## src/rtl/r2r_wave_sequencer.sv

```systemverilog
// Periodic 4-bit sample source for the R2R DAC control stage.
// Plays a loadable 16-entry table, a built-in triangle or a built-in square at a divided tick rate.
module r2r_wave_sequencer #(
    parameter int unsigned RATE_W    = 8,
    parameter int unsigned TBL_DEPTH = 16,
    localparam int unsigned IDX_W    = $clog2(TBL_DEPTH)
) (
    input  logic              clk,
    input  logic              rst,
    input  logic              run,
    input  logic [1:0]        mode,
    input  logic              wr_en,
    input  logic [IDX_W-1:0]  wr_addr,
    input  logic [3:0]        wr_data,
    input  logic [RATE_W-1:0] rate,
    input  logic              rate_load,
    output logic [3:0]        sample,
    output logic              ext_data,
    output logic              sample_strobe,
    output logic              wrap
);

    localparam int unsigned      SMP_W   = 4;
    localparam logic [SMP_W-1:0] SMP_MAX = '1;
    localparam logic [IDX_W-1:0] IDX_MAX = IDX_W'(TBL_DEPTH - 1);

    typedef enum logic [1:0] {
        MODE_TABLE  = 2'b00,
        MODE_TRI    = 2'b01,
        MODE_SQUARE = 2'b10,
        MODE_HOLD   = 2'b11
    } mode_e;

    logic [RATE_W-1:0] rate_reg, rate_d;
    logic [RATE_W-1:0] cnt, cnt_d;
    logic [IDX_W-1:0]  idx, idx_d;
    logic [SMP_W-1:0]  tri_val, tri_d;
    logic              tri_dir, dir_d;
    logic [SMP_W-1:0]  sample_d;
    logic              strobe_d;
    logic              wrap_d;
    logic [SMP_W-1:0]  tbl [TBL_DEPTH];

    mode_e             mode_c;
    logic              active_c;
    logic              tick_c;
    logic [IDX_W-1:0]  idx_inc_c;

    assign mode_c = mode_e'(mode);

    // Next-state: rate load has priority over the tick; table reads see pre-write contents.
    always_comb begin
        rate_d    = rate_reg;
        cnt_d     = cnt;
        idx_d     = idx;
        tri_d     = tri_val;
        dir_d     = tri_dir;
        sample_d  = sample;
        strobe_d  = 1'b0;
        wrap_d    = 1'b0;
        active_c  = run && (mode_c != MODE_HOLD);
        tick_c    = active_c && !rate_load && (cnt == rate_reg);
        idx_inc_c = idx + IDX_W'(1);

        if (rate_load) begin
            rate_d = rate;
            cnt_d  = '0;
        end else if (tick_c) begin
            cnt_d    = '0;
            idx_d    = idx_inc_c;
            strobe_d = 1'b1;
            wrap_d   = (idx == IDX_MAX);
            case (mode_c)
                MODE_TABLE: sample_d = tbl[idx_inc_c];
                MODE_TRI: begin
                    if (!tri_dir) begin
                        if (tri_val == SMP_MAX) begin
                            tri_d = SMP_MAX - SMP_W'(1);
                            dir_d = 1'b1;
                        end else begin
                            tri_d = tri_val + SMP_W'(1);
                        end
                    end else begin
                        if (tri_val == '0) begin
                            tri_d = SMP_W'(1);
                            dir_d = 1'b0;
                        end else begin
                            tri_d = tri_val - SMP_W'(1);
                        end
                    end
                    sample_d = tri_d;
                end
                MODE_SQUARE: sample_d = idx_inc_c[IDX_W-1] ? SMP_MAX : '0;
                default: ;
            endcase
        end else if (active_c) begin
            cnt_d = cnt + RATE_W'(1);
        end
    end

    always_ff @(posedge clk) begin
        if (rst) begin
            rate_reg      <= '0;
            cnt           <= '0;
            idx           <= '0;
            tri_val       <= '0;
            tri_dir       <= 1'b0;
            sample        <= '0;
            ext_data      <= 1'b0;
            sample_strobe <= 1'b0;
            wrap          <= 1'b0;
            for (int i = 0; i < int'(TBL_DEPTH); i++) begin
                tbl[i] <= '0;
            end
        end else begin
            rate_reg      <= rate_d;
            cnt           <= cnt_d;
            idx           <= idx_d;
            tri_val       <= tri_d;
            tri_dir       <= dir_d;
            sample        <= sample_d;
            ext_data      <= run;
            sample_strobe <= strobe_d;
            wrap          <= wrap_d;
            if (wr_en) begin
                tbl[wr_addr] <= wr_data;
            end
        end
    end

endmodule

```

## config.mk

```make
export PLATFORM = sky130hd
export DESIGN_NAME = r2r_wave_sequencer
export DESIGN_NICKNAME = d
export VERILOG_FILES = /design/src/rtl/r2r_wave_sequencer.sv
export SDC_FILE = /design/constraint.sdc
export NUM_CORES = 1
export LEC_CHECK = 0
export CORE_MARGIN = 1
export CORE_UTILIZATION = 50
export CTS_CLUSTER_SIZE = 10
export DETAILED_ROUTE_END_ITERATION = 10
export HOLD_SLACK_MARGIN = 0.02
export PLACE_DENSITY = 0.72
export SKIP_LAST_GASP = 1
export SYNTH_ARGS = -nofsm -noshare
export SYNTH_HDL_FRONTEND = slang
export SYNTH_SLANG_ARGS = --single-unit
```

## constraint.sdc

```tcl
create_clock -name clk -period 2 [get_ports clk]
set_clock_uncertainty 0.15 [all_clocks]
set_input_delay 0.4 -clock clk [delete_from_list [all_inputs] [get_ports clk]]
set_output_delay 0.4 -clock clk [all_outputs]
set_load 0.02 [all_outputs]
```

==> impl_metrics.env <==
export IMPL_post_place_ws_ns=-0.6020
export IMPL_yosys_top_cells_area="edfxtp_1, dfxtp_1, and2_1"
export IMPL_grt_pass1_vias=3400
export IMPL_wirelength_um=10300
export IMPL_synth_compound_area_share_pct=5.050
export IMPL_rsz0062_at_grt="true"
export IMPL_yosysWarnings=0
export IMPL_io_buffers=29
export IMPL_cts_buffers=9
export IMPL_path_cells="ha_4, buf_12, mux4_2, nor2b_1, o31ai_1, a31oi_1, nand3_1, a31o_1"
export IMPL_slew_viol_final=0
export IMPL_crit_fanout=11
export IMPL_timing_rr_start="idx[0]$_SDFFE_PP0P_"
export IMPL_hold_depth=2
export IMPL_setup_viol=13
export IMPL_total_power_w=0.004005
export IMPL_synth_area_mm2=0.004906
export IMPL_worst_r2r_setup_slack_ns=-0.17
export IMPL_finalHoldViolCount=0
export IMPL_final_nets=532
export IMPL_cts_tree="yes"
export IMPL_cts_path_max_buffers=2
export IMPL_layout_common_cells="and2_1, edfxtp_1, buf_4"
export IMPL_start_kind="register"
export IMPL_hp_start="sample[2]$_SDFFE_PP0P_"
export IMPL_power_ir_vdd_worst_uv=394.0
export IMPL_ys_seq_elements=96
export IMPL_pin_count=30
export IMPL_avgRoutedWirePerCell_um=16.20
export IMPL_cts_sinks=96
export IMPL_syn_instance_count=422
export IMPL_yosys_area_share_adder_pct=1.785
export IMPL_syn_to_final_growth_pct=22.01
export IMPL_drv_cap=0
export IMPL_dieHeight_um=101.1
export IMPL_post_route_period_util_pct=108.7
export IMPL_cts_root_buf="clkbuf_8"
export IMPL_status="finished with violations"
export IMPL_gr_total_overflow=0
export IMPL_cp_end_kind="register"
export IMPL_avgSynthCellArea_um2=11.63
export IMPL_failed_checks="negative setup slack"
export IMPL_antenna_found_initial=1
export IMPL_met2_usage_pct=38.93
export IMPL_initial_core_util_pct=52.35
export IMPL_cpPeakStageDelay_ns=0.49
export IMPL_p_leak_nw=2.295
export IMPL_fmax_mhz=460.1
export IMPL_ant_nets=0
export IMPL_largest_reg_flops=64
export IMPL_antenna_cells=0
export IMPL_grt_use_total_pct=21.89
export IMPL_drc=0
export IMPL_grt_pass1_wl_um=16680
export IMPL_fill_cells=782
export IMPL_core_area_mm2=0.009371
export IMPL_yosysSeqAreaShare_pct=52.23
export IMPL_ys_flop_type="edfxtp_1"
export IMPL_die_w_um=101.1
export IMPL_slew_headroom_pct=72.60
export IMPL_drt_iter0_drc=123
export IMPL_dp_final_hpwl_um=7656
export IMPL_dieArea_mm2=0.01021
export IMPL_arrival_ns=2.29
export IMPL_viasPerCell=5.286
export IMPL_yosys_area_share_simple_pct=22.09
export IMPL_critical_path_required_ns=2.11
export IMPL_r2r_end="sample[3]$_SDFFE_PP0P_"
export IMPL_h_tree_depth=3
export IMPL_clock_latency_ns=0.36
export IMPL_worstHoldEndpoint="sample[2]$_SDFFE_PP0P_"
export IMPL_vias=3362
export IMPL_synth_nets=452
export IMPL_synth_edf_count=64
export IMPL_hold_class="register to register"
export IMPL_async_reset_ff_share_pct=0
export IMPL_met1_usage_pct=26.89
export IMPL_cp_slowest_cell="mux4_2"
export IMPL_firstDrtPassIters=6
export IMPL_finalCriticalPeriod_ns=2.173
export IMPL_grt_util_met3_pct=4.438
export IMPL_crit_type="register to register"
export IMPL_muxShareOfSynthArea_pct=12.06
export IMPL_drive_gt1_share_pct=25.05
export IMPL_cp_num_buf_inv=1
export IMPL_power_density_mw_per_mm2=669.1
export IMPL_tightest_slew_ns=0.4109
export IMPL_grt_max_degree=41
export IMPL_crit_path_start="idx[0]$_SDFFE_PP0P_"
export IMPL_synth_xor_area_share_pct=3.571
export IMPL_critPathTopFamily="multiplexers"
export IMPL_routabilityCongestion=0.8366
export IMPL_worst_slack_ns=-0.1733
export IMPL_clk_pin_slew_ns=0.10
export IMPL_yosysTopAreaCell="edfxtp_1"
export IMPL_synth_top_family_by_area="simple AND/OR/NAND/NOR gates"
export IMPL_hold_buffers=0
export IMPL_row_count=35
export IMPL_synth_top_area_share_pct=39.17
export IMPL_reg2regPathDepth=8
export IMPL_synth_cell_type_count=52
export IMPL_top_usage_layer="met2"
-- final cells by class --
cell class | count | area (µm²) | area share (%)
timing repair buffer | 92 | 798.3 | 13.34
tap | 129 | 161.4 | 2.696
clock buffer | 9 | 123.9 | 2.069
sequential | 96 | 2566 | 42.87
multi-input combinational | 297 | 2226 | 37.19
inverter | 6 | 22.52 | 0.3763
clock inverter | 7 | 87.58 | 1.463
-- metal layers --
layer | share of wire, % | wire (µm)
met1 | 43 | 4398
met2 | 52 | 5318
met3 | 4.0 | 411
met4 | 1.6 | 162
met5 | 0.087 | 9
-- kinds of logic (layout without fill, tap and decap cells) --
logic type                 Yosys count  count (layout)
DFF                                 96              96
and+or+nand+nor                    201             201
AOI/OAI and AO/OA                   35              35
xor gates and xnor gates            20              20
buffers and inverters               29             114
muxes                               34              34
adders and majority gates            7               7
-- report_power, final --
part | switching (W) | internal, W
Sequential | 0.0000391 | 0.00220
Combinational | 0.000204 | 0.000224
Clock | 0.000733 | 0.000604
-- tightest hold or removal path: stages (launching register included) --
cell,delay [ns]
dfxtp_1,0.34
nand3b_1,0.09
o41ai_2,0.06
-- what timing repair did --
item	4_1_cts	5_1_grt
resized for setup	13	6
endpoints found under the setup margin	17	29
hold endpoints to repair	0	0
pin swaps	0	1
setup buffers	1	3
-- cells in the mapped netlist, types with 2 or more instances --
| cell type | instances |
|---|---|
| mux4_1 | 9 |
| nor3_1 | 9 |
| buf_6 | 2 |
| edfxtp_1 | 64 |
| a22o_1 | 3 |
| clkbuf_1 | 11 |
| mux2_2 | 4 |
| nand4_1 | 2 |
| and2_1 | 65 |
| nand3b_1 | 4 |
| or2_2 | 16 |
| mux4_2 | 8 |
| a21oi_1 | 13 |
| nand2_1 | 22 |
| nand3_1 | 6 |
| o41ai_1 | 2 |
| ha_1 | 7 |
| nor2_1 | 49 |
| nor2b_1 | 5 |
| nand2b_1 | 11 |
| o31ai_1 | 2 |
| a31oi_1 | 2 |
| buf_4 | 3 |
| o21ai_0 | 3 |
| inv_1 | 6 |
| buf_2 | 5 |
| xor2_1 | 12 |
| xnor2_1 | 8 |
| dfxtp_1 | 32 |
| mux2i_1 | 13 |
| or3_1 | 3 |
-- through the flow --
step	hold WS [ns]	setup TNS (ns)	instance area, µm²	utilization, %	cells
after floorplan	0.3232	-0.04035	4926	-	422
after global placement	0.3329	-20.37	5698	60.80	616
after detailed placement	0.3314	-25.98	5698	60.80	616
after CTS	0.3566	-1.382	5952	63.51	633
after global routing	0.3729	-2.143	5986	63.87	636
final	0.3576	-1.256	5986	63.87	636
-- worst max path at each step --
stage,to,slack [ns],cells past startpoint
floorplan,sample[3]$_SDFFE_PP0P_,-0.04,8
global placement,tri_val[2]$_SDFFE_PP0P_,-0.45,8
detailed placement,tri_dir$_SDFFE_PP0P_,-0.60,8
CTS,sample[3]$_SDFFE_PP0P_,-0.18,8
global route,sample[3]$_SDFFE_PP0P_,-0.29,8
finish,sample[3]$_SDFFE_PP0P_,-0.17,8
No activity file was read; power rests on OpenSTA's default activity.
